[src/rtl/bcd_pkg.sv]
// Shared BCD digit constants and helpers for the up/down BCD counter.
package bcd_pkg;

   localparam int unsigned BCD_W = 4;
   localparam logic [BCD_W-1:0] BCD_MAX = 4'd9;
   localparam logic [BCD_W-1:0] BCD_MIN = 4'd0;

   // Non-decimal nibbles (10..15) collapse to zero
   function automatic logic [BCD_W-1:0] bcd_sanitize(input logic [BCD_W-1:0] d);
      return (d > BCD_MAX) ? BCD_MIN : d;
   endfunction

endpackage

[src/rtl/bcd_digit.sv]
// One decade digit built from four JK cells; J/K derived from load, step and direction.
module bcd_digit
   import bcd_pkg::*;
(
   input  logic             clk,
   input  logic             reset_n,
   input  logic             step,
   input  logic             up_dn,
   input  logic             load,
   input  logic [BCD_W-1:0] d,
   output logic [BCD_W-1:0] q,
   output logic             is_max,
   output logic             is_min
);

   logic [BCD_W-1:0] q_w;
   logic [BCD_W-1:0] nxt;
   logic [BCD_W-1:0] j;
   logic [BCD_W-1:0] k;

   // J sets bits that must rise, K clears bits that must fall
   always_comb begin
      nxt = q_w;
      j   = '0;
      k   = '0;
      if (load) begin
         j = bcd_sanitize(d);
         k = ~bcd_sanitize(d);
      end else if (step) begin
         if (up_dn) nxt = (q_w == BCD_MAX) ? BCD_MIN : BCD_W'(q_w + 4'd1);
         else       nxt = (q_w == BCD_MIN) ? BCD_MAX : BCD_W'(q_w - 4'd1);
         j = nxt & ~q_w;
         k = ~nxt & q_w;
      end
   end

   for (genvar b = 0; b < BCD_W; b++) begin : g_bit
      edge_trigger_JKFF u_ff (
         .clk     (clk),
         .reset_n (reset_n),
         .j       (j[b]),
         .k       (k[b]),
         .q       (q_w[b])
      );
   end

   assign q      = q_w;
   assign is_max = (q_w == BCD_MAX);
   assign is_min = (q_w == BCD_MIN);

endmodule

[src/rtl/edge_trigger_JKFF.sv]
// Rising-edge JK flip-flop with asynchronous active-low clear.
module edge_trigger_JKFF (
   input  logic clk,
   input  logic reset_n,
   input  logic j,
   input  logic k,
   output logic q
);

   logic q_q;
   logic q_d;

   always_comb begin
      q_d = q_q;
      case ({j, k})
         2'b10:   q_d = 1'b1;
         2'b01:   q_d = 1'b0;
         2'b11:   q_d = ~q_q;
         default: q_d = q_q;
      endcase
   end

   always_ff @(posedge clk or negedge reset_n) begin
      if (!reset_n) q_q <= 1'b0;
      else          q_q <= q_d;
   end

   assign q = q_q;

endmodule

[src/rtl/bcd_updown_counter.sv]
// Multi-digit BCD up/down counter with load, enable and cascadable terminal count.
// Build option: BCD_CNT_SAT_EN selects saturation at all-9s / all-0s instead of wrapping.
module bcd_updown_counter
   import bcd_pkg::*;
#(
   parameter int unsigned NUM_DIGITS = 2
) (
   input  logic                        clk,
   input  logic                        reset_n,
   input  logic                        en,
   input  logic                        up_dn,
   input  logic                        load,
   input  logic [BCD_W*NUM_DIGITS-1:0] load_val,
   output logic [BCD_W*NUM_DIGITS-1:0] count,
   output logic                        tc
);

   logic [NUM_DIGITS-1:0] is_max;
   logic [NUM_DIGITS-1:0] is_min;
   logic [NUM_DIGITS-1:0] step;
   logic [NUM_DIGITS:0]   lower_term;
   logic                  advance;

   // lower_term[i]: every digit below i sits at its terminal value for this direction
   always_comb begin
      lower_term    = '0;
      lower_term[0] = 1'b1;
      for (int unsigned i = 0; i < NUM_DIGITS; i++) begin
         lower_term[i+1] = lower_term[i] & (up_dn ? is_max[i] : is_min[i]);
      end
   end

`ifdef BCD_CNT_SAT_EN
   assign advance = en & ~load & ~lower_term[NUM_DIGITS];
`else
   assign advance = en & ~load;
`endif

   assign step = {NUM_DIGITS{advance}} & lower_term[NUM_DIGITS-1:0];
   assign tc   = reset_n & en & ~load & lower_term[NUM_DIGITS];

   for (genvar i = 0; i < NUM_DIGITS; i++) begin : g_digit
      bcd_digit u_digit (
         .clk     (clk),
         .reset_n (reset_n),
         .step    (step[i]),
         .up_dn   (up_dn),
         .load    (load),
         .d       (load_val[BCD_W*i +: BCD_W]),
         .q       (count[BCD_W*i +: BCD_W]),
         .is_max  (is_max[i]),
         .is_min  (is_min[i])
      );
   end

endmodule

[config.mk]
export PLATFORM = sky130hd
export DESIGN_NAME = bcd_updown_counter
export DESIGN_NICKNAME = d
export VERILOG_FILES = /design/src/rtl/bcd_pkg.sv /design/src/rtl/bcd_digit.sv /design/src/rtl/edge_trigger_JKFF.sv /design/src/rtl/bcd_updown_counter.sv
export SDC_FILE = /design/constraint.sdc
export NUM_CORES = 1
export LEC_CHECK = 0
export CORE_MARGIN = 2
export CORE_UTILIZATION = 61
export CTS_CLUSTER_DIAMETER = 150
export DETAILED_ROUTE_END_ITERATION = 8
export DONT_BUFFER_PORTS = 1
export GPL_ROUTABILITY_DRIVEN = 0
export GPL_TIMING_DRIVEN = 0
export HOLD_SLACK_MARGIN = 0.06
export PLACE_DENSITY = 0.77
export SLEW_MARGIN = 10
export SYNTH_ARGS = -nofsm -noshare
export SYNTH_HDL_FRONTEND = slang
export SYNTH_SLANG_ARGS = --single-unit
export TNS_END_PERCENT = 20
[constraint.sdc]
create_clock -name clk -period 2.1 [get_ports clk]
set_clock_uncertainty 0.2 [all_clocks]
set_input_delay 0.21 -clock clk [delete_from_list [all_inputs] [get_ports clk]]
set_output_delay 0.21 -clock clk [all_outputs]
set_load 0.03 [all_outputs]
### After elaboration in Yosys (flattened, before gate mapping)

Cells that the tools add are included.

| cells by class | value |
|---|---|
| equal/unequal tests | 26 |
| order comparisons | 2 |
| multiplexer cells | 30 |
| bitwise gates (word level) | 25 |
| add/sub/neg operators | 4 |
| reductions and logical operators | 10 |

Operators with widths:

| operator | number |
|---|---|
| $mux 4 | 20 |
| $eq 2x2->1 const B | 16 |
| $not 4->4 | 6 |
| $pmux 1 s3 | 8 |
| $reduce_bool 3->1 | 8 |
| $and 4x4->4 | 4 |
| $eq 2x1->1 const B | 8 |
| $not 1->1 | 9 |
| $add 4x1->4 const B | 2 |
| $eq 4x4->1 const B | 2 |
| $gt 4x4->1 const B | 2 |
| $logic_not 4->1 | 2 |
| $sub 4x1->4 const B | 2 |
| $and 1x1->1 | 5 |
| $and 2x2->2 | 1 |
| $mux 1 | 2 |

| storage, ports and cells | value |
|---|---|
| output and inout bits | 9 |
| register bits after elaboration | 8 |
| input port bits | 13 |
| logic and storage cells | 105 |

### Logic depth before layout (Yosys ltp)

Gate-level depths: netlist of the first run.

| depth | value |
|---|---|
| depth in word-level cells | 11 |
| depth in mapped cells | 6 |
| depth with buffers taken out | 4 |

### Hierarchy

A second synthesis of the first run with hierarchy kept.

| unflattened totals | value |
|---|---|
| cells, all modules | 105 |
| area total of the unflattened synthesis | 848.3 um^2 |

Modules (own cells, without submodules):

| module | sequential area each (um^2) | instances | area each (um^2) | cells each |
|---|---|---|---|---|
| bcd_digit | 0.0 | 2 | 264.0 | 37 |
| edge_trigger_JKFF | 25.0 | 8 | 33.8 | 3 |
| bcd_updown_counter | 0.0 | 1 | 50.0 | 7 |

### Worst setup path before layout of the first run

Ideal clock, no wire load.

| path | value |
|---|---|
| path kind | reg-to-output |
| from | register g_digit[0].u_digit.g_bit[1].u_ff.q_q |
| to | output port tc |
| arrival | 1,361 ps |
| slack | 329 ps |
| buffers on the path | 0 |
| stages on the path, launching flop included | 4 |
| required time | 1,690 ps |
| path through | dfrtp_1 nor4b_4 o21ai_4 nor2_1 |

| on the way | value |
|---|---|
| word-level cells in the longest chain between the ends | 4 |
| elaborated cells between the ends (all ways) | 5 |
| those cells by class | 1 x eq/ne; 1 x mux; 2 x bitwise; 1 x reduce/logical |

Ends and longest elaborated chain:

| item | RTL line | RTL |
|---|---|---|
| start, declared | edge_trigger_JKFF.sv:10 | `logic q_q;` |
| start signal, assigned | edge_trigger_JKFF.sv:25 | `else q_q <= q_d;` |
| $eq 4x4->1 / $logic_not 4->1 (equally long branches) | bcd_digit.sv:48, bcd_digit.sv:49 |  |
| $mux 1 (*) | bcd_updown_counter.sv:29 | `lower_term[i+1] = lower_term[i] & (up_dn ? is_max[i] : is_min[i]);` |
| $and 1x1->1 (*) | bcd_updown_counter.sv:29 |  |
| $and 1x1->1 (*) | bcd_updown_counter.sv:40 | `assign tc = reset_n & en & ~load & lower_term[NUM_DIGITS];` |
| end, declared | bcd_updown_counter.sv:15 | `output logic tc` |

Mark *: on every way between the ends. The rest lies on a longest branch, timed or not.

### Worst setup path after layout of the first run

Ends and elaborated chain as after synthesis.

==> results of run 1 <==
[worst min-delay path, delay by kind of cell]
family	cells	cell delay [ps]
AND/OR/NAND/NOR	2	110
AO/OA/AOI/OAI	2	150
[repair_timing]
| action | in CTS | in global routing |
|---|---|---|
| gates cloned | 0 | 0 |
| hold buffers | 13 | 0 |
| setup endpoints to repair | 1 | 1 |
| hold endpoints to repair | 15 | 0 |
| resized for setup | 1 | 1 |
[stage by stage]
stage	worst slack [ps]	cells	total power, W	instance area, um2
2_1_floorplan	329	108	0.000416	855
3_3_place_gp	227	123	0.000444	873
3_5_place_dp	211	123	0.000454	873
4_1_cts	54.7	139	0.000592	1030
5_1_grt	63.4	139	0.000632	1030
6_report	148	139	0.000597	1030
[metal layers]
metal	GRT usage	up-vias	routed length [um]
li1	-	418	-
met1	0.344	409	884
met2	0.450	56	1020
met3	0.00435	8	150
met4	0.148	0	60
met5	0	-	0
[path summary, 6_finish.rpt]
path / start / to / slack (ps)
min in group asynchronous: reset_n / g_digit[1].u_digit.g_bit[3].u_ff.q$_DFFE_PN0P_ / 90
worst max register to register: g_digit[0].u_digit.g_bit[1].u_ff.q$_DFFE_PN0P_ / g_digit[1].u_digit.g_bit[2].u_ff.q$_DFFE_PN0P_ / 380
worst min register to register: g_digit[0].u_digit.g_bit[3].u_ff.q$_DFFE_PN0P_ / g_digit[0].u_digit.g_bit[3].u_ff.q$_DFFE_PN0P_ / 500
worst min-delay path: load_val[6] / g_digit[1].u_digit.g_bit[2].u_ff.q$_DFFE_PN0P_ / 70
max in group asynchronous: reset_n / g_digit[0].u_digit.g_bit[3].u_ff.q$_DFFE_PN0P_ / 1350
worst max-delay path: g_digit[0].u_digit.g_bit[1].u_ff.q$_DFFE_PN0P_ / tc / 150
[layout by cell type, fill, tap and decap left out, types with 2 or more instances in the layout]
master / count
a31oi_1: 3
a21oi_1: 4
nand3b_1: 3
o311a_1: 2
dlygate4sd3_1: 13
dfrtp_1: 8
and3_1: 3
nand3_1: 5
nand2_1: 8
xnor2_1: 2
inv_1: 5
nor3_1: 4
o2111ai_1: 2
o21ai_0: 12
buf_4: 10
mux2i_1: 3
clkbuf_4: 3
o211ai_1: 2
nor2_1: 5
buf_2: 5
[kinds of logic after synthesis]
group	share of synthesized area
AND/OR/NAND/NOR	0.275
AO/OA/AOI/OAI	0.262
buffers and inverters	0.163
flip-flops	0.234
XOR/XNOR	0.0308
multiplexers	0.0351
[power by group]
part	leakage, nW	switching [W]	internal [W]	total [W]
Combinational	0.311	0.000162	0.000122	0.000283
Clock	0.0138	0.0000502	0.0000652	0.000115
Sequential	0.101	0.0000248	0.000173	0.000198
Total	0.426	0.000237	0.000360	0.000597
[cell type report]
class | count | area [um2]
buffer | 18 | 120
sequential | 8 | 200
inverter | 5 | 18.8
multi-input combinational | 77 | 523
tap | 15 | 18.8
clock buffer | 3 | 22.5
timing repair buffer | 13 | 130
fill | 89 | 268
==> summary.txt, run 1 <==
Die Ht = 41.4 um
Final Hold Viols = 0
vias in the first global route = 786
Ports = 22
worst-path cell chain = nor4b_4, o21ai_4, nor2_4
max reg flops = 8
CTS clock-pin slew for the worst setup and hold paths = 50 ps
Post-CTS Setup Inserts = 0
Initial Util = 0.657
# rows = 13
largest net degree at the start of global routing = 11
Setup crit end kind = output port
largest area contributor in the netlist = dfrtp_1
commonest cells in the netlist = 12 x o21ai_0, 10 x buf_4, 8 x dfrtp_1, 8 x nand2_1, 6 x nor2_1
per-cell routed wire length = 15.2 um
Max Clk Rate = 512 MHz
drt first pass iters = 4
Port Buffers = 0
Primary FF master, synth = dfrtp_1
Synth Warn # = 0
first-pass GRT wire length = 3570 um
CTS tree = yes
# diodes = 0
#FFs+latches synth = 8
die width = 41.4 um
synth unique cells = 39
number of buffers and inverters on the critical path = 0
MaxCap Viol Count = 0
Final Util = 0.794
mean number of vias per cell = 6.41
Worst Path Class, Setup = flip-flop to output port
WL final = 2110 um
worst hold stages = 4
CP max-delay cell = dfrtp_1
CTS sink cnt = 8
Async SR Flop Fraction = 1.00
CTS H-Tree Depth = 1
VDD IR max = 0.274 mV
status = finished clean
Mapped Nets = 121
root buffer cell = clkbuf_4
First DRT Iteration DRCs = 34
Hold Path Class = input port to flip-flop
die area = 1720 um2
number of remaining DRC errors = 0
Startpoint Class = flip-flop
Post-Synthesis Cell Area = 855 um2
Post-synth EDFFs = 0
Arr. time, crit path = 1540 ps
Nets = 139
area delta synth->final = 20.9%
Yosys top cell area share = 0.234
antenna violations before repair = 0
top-count cell post-synth = o21ai_0
largest delay contributor family on the critical path = simple AND/OR/NAND/NOR gates
Worst EP required = 1690 ps
Setup TNS = 0 ps
Slew headroom = 0.754
worst-path fanout max = 9
RSZ-0062 raised after global routing = no
period utilization = 0.929
CTS Buf Count = 3
Final setup violation count = 0
syn avg cell area = 7.91 um2
Worst Hold Slack = 69.6 ps
Tmin final = 1950 ps
Cells after Synth = 108
via count = 891
Slew Viols, Final = 0
hpwl dp = 1360 um
total track usage = 0.267
leak pwr = 0.426 nW
share of layout cells above drive strength 1 = 0.202
cell depth of the worst setup path = 3
Slowest Stage Delay on Critical Path = 490 ps
FF-to-FF path depth = 4
register area share after synthesis = 0.234
Routed Antenna Nets = 0
core area = 1300 um2
CTS Buffer Depth = 2
Slew @ Worst Pin = 369 ps
P per Cell Area = 577 nW/um2
Synth area leaders = dfrtp_1 23%, buf_4 8.8%, o21ai_0 7.0%, mux2i_1 3.5%, nand2_1 3.5%
Worst-Skew Late Latency = 260 ps
GRT Residual Overflow = 0
Power figures use the tool's default switching activity.
==> run 2: changes to the inputs <==
--- a/config.mk
+++ b/config.mk
@@ -5,15 +5,17 @@
 export SDC_FILE = /design/constraint.sdc
 export NUM_CORES = 1
 export LEC_CHECK = 0
+export CELL_PAD_IN_SITES_DETAIL_PLACEMENT = 0
+export CELL_PAD_IN_SITES_GLOBAL_PLACEMENT = 1
 export CORE_MARGIN = 2
-export CORE_UTILIZATION = 61
+export CORE_UTILIZATION = 44
 export CTS_CLUSTER_DIAMETER = 150
 export DETAILED_ROUTE_END_ITERATION = 8
 export DONT_BUFFER_PORTS = 1
 export GPL_ROUTABILITY_DRIVEN = 0
 export GPL_TIMING_DRIVEN = 0
 export HOLD_SLACK_MARGIN = 0.06
-export PLACE_DENSITY = 0.77
+export PLACE_DENSITY_LB_ADDON = 0.1
 export SLEW_MARGIN = 10
 export SYNTH_ARGS = -nofsm -noshare
 export SYNTH_HDL_FRONTEND = slang
==> summary.txt, run 2 (synthesis gave the netlist of run 1 again) <==
CTS tree = yes
number of remaining DRC errors = 0 (unchanged)
max reg flops = 8 (unchanged)
WL final = 1920 um (-9.0%)
Port Buffers = 0 (unchanged)
total length of routed met3 wires = 137 um (-8.7%)
CTS clock-pin slew for the worst setup and hold paths = 50 ps (about the same)
Post-CTS Setup Inserts = 0 (unchanged)
VDD IR max = 0.438 mV (+60%)
Arr. time, crit path = 1560 ps (+20 ps)
final std cells w/o fill = 149 (+7.2%)
worst hold stages = 4 (unchanged)
Startpoint Class = input port
CTS Buf Count = 3 (unchanged)
Slew @ Worst Pin = 370 ps (+0.911 ps)
number of buffers and inverters on the critical path = 1 (+1)
die area = 2310 um2 (+35%)
CTS sink cnt = 8 (unchanged)
Worst EP required = 1690 ps (about the same)
Setup crit end kind = output port
largest delay contributor family on the critical path = buffers and inverters
FF-to-FF path depth = 4 (unchanged)
CTS Buffer Depth = 2 (unchanged)
Worst Hold Path EP = g_digit[1].u_digit.g_bit[2].u_ff.q$_DFFE_PN0P_
Register-to-Register Setup Slack = 420 ps (+40 ps)
drt first pass iters = 4 (unchanged)
GRT Residual Overflow = 0 (unchanged)
Die Ht = 48.1 um (+16%)
Worst Hold Slack = 69.5 ps (-0.113 ps)
Slowest Stage Delay on Critical Path = 590 ps (+100 ps)
antenna violations before repair = 0 (unchanged)
Tmin final = 1970 ps (+20.3 ps)
dpl cells = 133 (+8.1%)
Final setup violation count = 0 (unchanged)
Nets = 139 (unchanged)
Max Clk Rate = 507 MHz (-1.0%)
Crit Reg-Reg Endpoint = g_digit[1].u_digit.g_bit[2].u_ff.q$_DFFE_PN0P_
Post-Place Worst Slack = 191 ps (-19.6 ps)
Setup WS post-layout = 128 ps (-20.3 ps)
worst-path cell chain = dlygate4sd3_1, nor4b_4, o21ai_4, nor2_4
total track usage = 0.193 (-0.0741)
Routed Antenna Nets = 0 (unchanged)
area delta synth->final = 22.4%
Initial Util = 0.479 (-0.177)
CP max-delay cell = dlygate4sd3_1
highest metal used = met3
total chip power = 0.000589 W (-1.3%)
status = finished clean
P per Cell Area = 563 nW/um2 (-2.4%)
Hold Path Class = input port to flip-flop
Worst Path Class, Setup = input port to output port
die width = 48.1 um (+16%)
most frequent cells in the layout = 13 x dlygate4sd3_1, 12 x o21ai_0, 10 x buf_4, 8 x nand2_1, 8 x dfrtp_1
Final Hold Viols = 0 (unchanged)
CTS H-Tree Depth = 1 (unchanged)
first-pass GRT wire length = 3120 um (-13%)
Register Area = 200 um2 (unchanged)
period utilization = 0.939 (+0.00964)
MaxCap Viol Count = 0 (unchanged)
via count = 850 (-4.6%)
commonest non-fill, non-tap cell in the layout = dlygate4sd3_1
worst-path fanout max = 8 (-1)
# rows = 15 (+2)
HP Start = load_val[6]
RSZ-0062 raised after global routing = no
per-cell routed wire length = 12.9 um (-15%)
Slew Viols, Final = 0 (unchanged)
First DRT Iteration DRCs = 19 (-44%)
Slew headroom = 0.752 (-0.00142)
Met1 Wirelength = 944 um (+6.8%)
cell depth of the worst setup path = 4 (+1)
Reg-to-Reg Start = g_digit[0].u_digit.g_bit[1].u_ff.q$_DFFE_PN0P_
Worst-Skew Late Latency = 260 ps (about the same)
vias in the first global route = 723 (-8.0%)
root buffer cell = clkbuf_4
core area = 1780 um2 (+37%)
Setup TNS = 0 ps (unchanged)
Met2 Wirelength = 841 um (-17%)
leak pwr = 0.426 nW (unchanged)
# diodes = 0 (unchanged)
mean number of vias per cell = 5.70 (-11%)
largest net degree at the start of global routing = 11 (unchanged)
area taken by multi-input logic gates = 523 um2 (unchanged)
hpwl dp = 1380 um (+1.5%)
Ports = 22 (unchanged)
share of layout cells above drive strength 1 = 0.202 (unchanged)
fillers = 178 (+100%)
-- run 2: cell counts in the layout (fill, tap and decap cells not counted) --
Identical to the previous run, type by type.
-- run 2: per-stage QoR --
step / area (um2) / utilization
detailed placement: 886 / 0.497
CTS: 1040 / 0.584
global placement: 886 / 0.497
finish: 1050 / 0.587
global route: 1050 / 0.587
floorplan: 855 / -
-- run 2: how the worst max path moves through the flow --
stage                                                         from  endpoint  slack [ps]
finish                                                        load        tc         130
global route        g_digit[0].u_digit.g_bit[1].u_ff.q$_DFFE_PN0P_        tc          60
CTS                                                           load        tc          30
detailed placement  g_digit[0].u_digit.g_bit[1].u_ff.q$_DFFE_PN0P_        tc         190
global placement    g_digit[0].u_digit.g_bit[1].u_ff.q$_DFFE_PN0P_        tc         220
floorplan           g_digit[0].u_digit.g_bit[1].u_ff.q$_DFFE_PN0P_        tc         330
-- run 2: metal layers --
metal / global-route usage / vias to the layer above
li1: - / 423
met1: 0.277 / 399
met2: 0.288 / 28
met3: 0.0717 / 0
met4: 0.0162 / 0
met5: 0 / -
-- run 2: where the power goes --
part / internal, W / switching [W]
registers: 0.000173 / 0.0000226
logic: 0.000121 / 0.000154
clock network: 0.0000654 / 0.0000521
-- run 2: worst register-to-register path, cell delays in order (launching register included) --
cell and delay (ps):
dfrtp_1 480, nor4b_4 400, o21ai_4 170, a31oi_1 200, o21ai_0 100
-- run 2: what timing repair did --
action,4_1_cts,5_1_grt
gates cloned,0,0
hold endpoints to repair,15,0
gates resized for setup,1,1
hold buffers,13,0
endpoints found under the setup margin,1,1
pin swaps,0,0
-- run 2: final cells by class --
cell class	count	share of cell area
inverters	5	0.0179
multi-input cells	77	0.500
flip-flops and latches	8	0.191
plain buffers	18	0.115
clock buffers	3	0.0215
repair buffers	13	0.124
well taps	25	0.0299
==> run 3: changes to the inputs <==
--- a/config.mk
+++ b/config.mk
@@ -8,7 +8,7 @@
 export CELL_PAD_IN_SITES_DETAIL_PLACEMENT = 0
 export CELL_PAD_IN_SITES_GLOBAL_PLACEMENT = 1
 export CORE_MARGIN = 2
-export CORE_UTILIZATION = 44
+export CORE_UTILIZATION = 47
 export CTS_CLUSTER_DIAMETER = 150
 export DETAILED_ROUTE_END_ITERATION = 8
 export DONT_BUFFER_PORTS = 1
==> constraint.sdc (replaced) <==
create_clock -name clk -period 2.5 [get_ports clk]
set_clock_uncertainty 0.2 [all_clocks]
set_input_delay 0.25 -clock clk [delete_from_list [all_inputs] [get_ports clk]]
set_output_delay 0.25 -clock clk [all_outputs]
set_load 0.03 [all_outputs]
==> summary.txt, run 3 (synthesis gave the netlist of run 1 again) <==
status = finished clean
Setup crit end kind = output port
drt first pass iters = 4 (unchanged)
commonest non-fill, non-tap cell in the layout = o21ai_0
dpl cells = 133 (unchanged)
CTS tree = yes
root buffer cell = clkbuf_4
Startpoint Class = flip-flop
VDD IR max = 0.345 mV (-21%)
MaxCap Viol Count = 0 (unchanged)
share of layout cells above drive strength 1 = 0.200 (-0.00161)
via count = 806 (-5.2%)
Arr. time, crit path = 1740 ps (+180 ps)
area taken by multi-input logic gates = 515 um2 (-1.4%)
antenna violations before repair = 0 (unchanged)
Slew Viols, Final = 0 (unchanged)
Port Buffers = 0 (unchanged)
hpwl dp = 1360 um (-1.8%)
worst-path fanout max = 9 (+1)
core area = 1730 um2 (-3.2%)
Final Hold Viols = 0 (unchanged)
Setup TNS = 0 ps (unchanged)
RSZ-0062 raised after global routing = no
Worst-Skew Late Latency = 250 ps (about the same)
most frequent cells in the layout = 12 x o21ai_0, 10 x buf_4, 9 x dlygate4sd3_1, 8 x nand2_1, 8 x dfrtp_1
Combinational Power Share = 0.461 (-0.007)
Tmin final = 2190 ps
Max Clk Rate = 456 MHz
final std cells w/o fill = 145 (-2.7%)
CTS clock-pin slew for the worst setup and hold paths = 50 ps (about the same)
CTS sink cnt = 8 (unchanged)
Switch Pwr = 0.000189 W (-17%)
CTS Buffer Depth = 2 (unchanged)
largest net degree at the start of global routing = 11 (unchanged)
Nets = 135 (-2.9%)
cts repair resizes = 0 (-1)
Worst Path Class, Setup = flip-flop to output port
# rows = 15 (unchanged)
Hold Path Class = input port to flip-flop
# diodes = 0 (unchanged)
CTS H-Tree Depth = 1 (unchanged)
Flop pwr share = 0.339 (+0.007)
Register Area = 200 um2 (unchanged)
P per Cell Area = 488 nW/um2 (-13%)
per-cell routed wire length = 12.8 um (-0.45%)
total track usage = 0.184 (-0.00881)
Slew @ Worst Pin = 541 ps (+170 ps)
internal power = 0.000298 W (-17%)
leak pwr = 0.414 nW (-2.9%)
GRT Residual Overflow = 0 (unchanged)
Routed Antenna Nets = 0 (unchanged)
mean number of vias per cell = 5.56 (-2.6%)
Ports = 22 (unchanged)
max reg flops = 8 (unchanged)
switch share = 0.388 (-0.000601)
First DRT Iteration DRCs = 18 (-1)
Slew headroom = 0.638 (-0.114)
Final setup violation count = 0 (unchanged)
period utilization = 0.878
die area = 2180 um2 (-5.9%)
number of remaining DRC errors = 0 (unchanged)
die width = 46.6 um (-3.0%)
fillers = 164 (-7.9%)
WL final = 1860 um (-3.1%)
vias in the first global route = 617 (-15%)
first-pass GRT wire length = 2850 um (-8.6%)
CTS Buf Count = 3 (unchanged)
Die Ht = 46.6 um (-3.0%)
Final Util = 0.578 (-0.00841)
area delta synth->final = 16.8%
Clock Power Share = 0.201 (+0.002)
Initial Util = 0.495 (+0.0156)
Worst EP required = 2050 ps (+360 ps)
run 3: worst paths after layout:
check	end	startpoint	depth (start not counted)	slack [ps]
max	tc	g_digit[0].u_digit.g_bit[1].u_ff.q$_DFFE_PN0P_	3	310
min	g_digit[1].u_digit.g_bit[0].u_ff.q$_DFFE_PN0P_	load	3	70
max reg2reg	g_digit[1].u_digit.g_bit[1].u_ff.q$_DFFE_PN0P_	g_digit[0].u_digit.g_bit[3].u_ff.q$_DFFE_PN0P_	5	850
min reg2reg	g_digit[0].u_digit.g_bit[3].u_ff.q$_DFFE_PN0P_	g_digit[0].u_digit.g_bit[3].u_ff.q$_DFFE_PN0P_	2	500
max in group asynchronous	g_digit[0].u_digit.g_bit[0].u_ff.q$_DFFE_PN0P_	reset_n	1	1680
min in group asynchronous	g_digit[0].u_digit.g_bit[2].u_ff.q$_DFFE_PN0P_	reset_n	1	150
run 3: what timing repair did:
item | 4_1_cts | 5_1_grt
hold buffers | 9 | 0
endpoints found under the setup margin | 0 | 0
setup buffers | 0 | 0
hold endpoints to repair | 15 | 0
run 3: worst max-delay path, cell delays in order (launching register included):
cell and delay (ps):
dfrtp_1 480, nor4b_4 400, o21ai_4 150, nor2_1 460
run 3: power by group through the flow:
stage	Combinational [W]	Sequential (W)	Clock [W]
6_report	0.000224	0.000165	0.0000977
5_1_grt	0.000245	0.000168	0.000110
4_1_cts	0.000224	0.000165	0.000101
3_5_place_dp	0.000210	0.000168	0
3_3_place_gp	0.000209	0.000166	0
2_1_floorplan	0.000187	0.000163	0
run 3: per-stage QoR:
step	setup slack, ps	hold slack [ps]	cell area, um2	total power (W)
3_3_place_gp	585	-245	886	0.000376
6_report	306	74.0	998	0.000487
2_1_floorplan	689	-246	855	0.000349
4_1_cts	280	71.2	998	0.000490
5_1_grt	192	90.3	998	0.000523
3_5_place_dp	562	-245	886	0.000378
run 3: metal layers:
| layer | part of all wire | up-vias | global-route usage |
|---|---|---|---|
| met3 | 0.069 | 0 | 0.0706 |
| met2 | 0.45 | 30 | 0.267 |
| met1 | 0.49 | 365 | 0.277 |
| met4 | 0 | 0 | 0 |
| li1 | - | 411 | - |
| met5 | 0 | - | 0 |
run 3: cell type report:
| type | instances | share of cell area |
|---|---|---|
| inverter | 5 | 0.0188 |
| multi-input combinational | 77 | 0.516 |
| buffer | 18 | 0.120 |
| tap | 25 | 0.0313 |
| sequential | 8 | 0.201 |
| clock buffer | 3 | 0.0226 |
| timing repair buffer | 9 | 0.0902 |
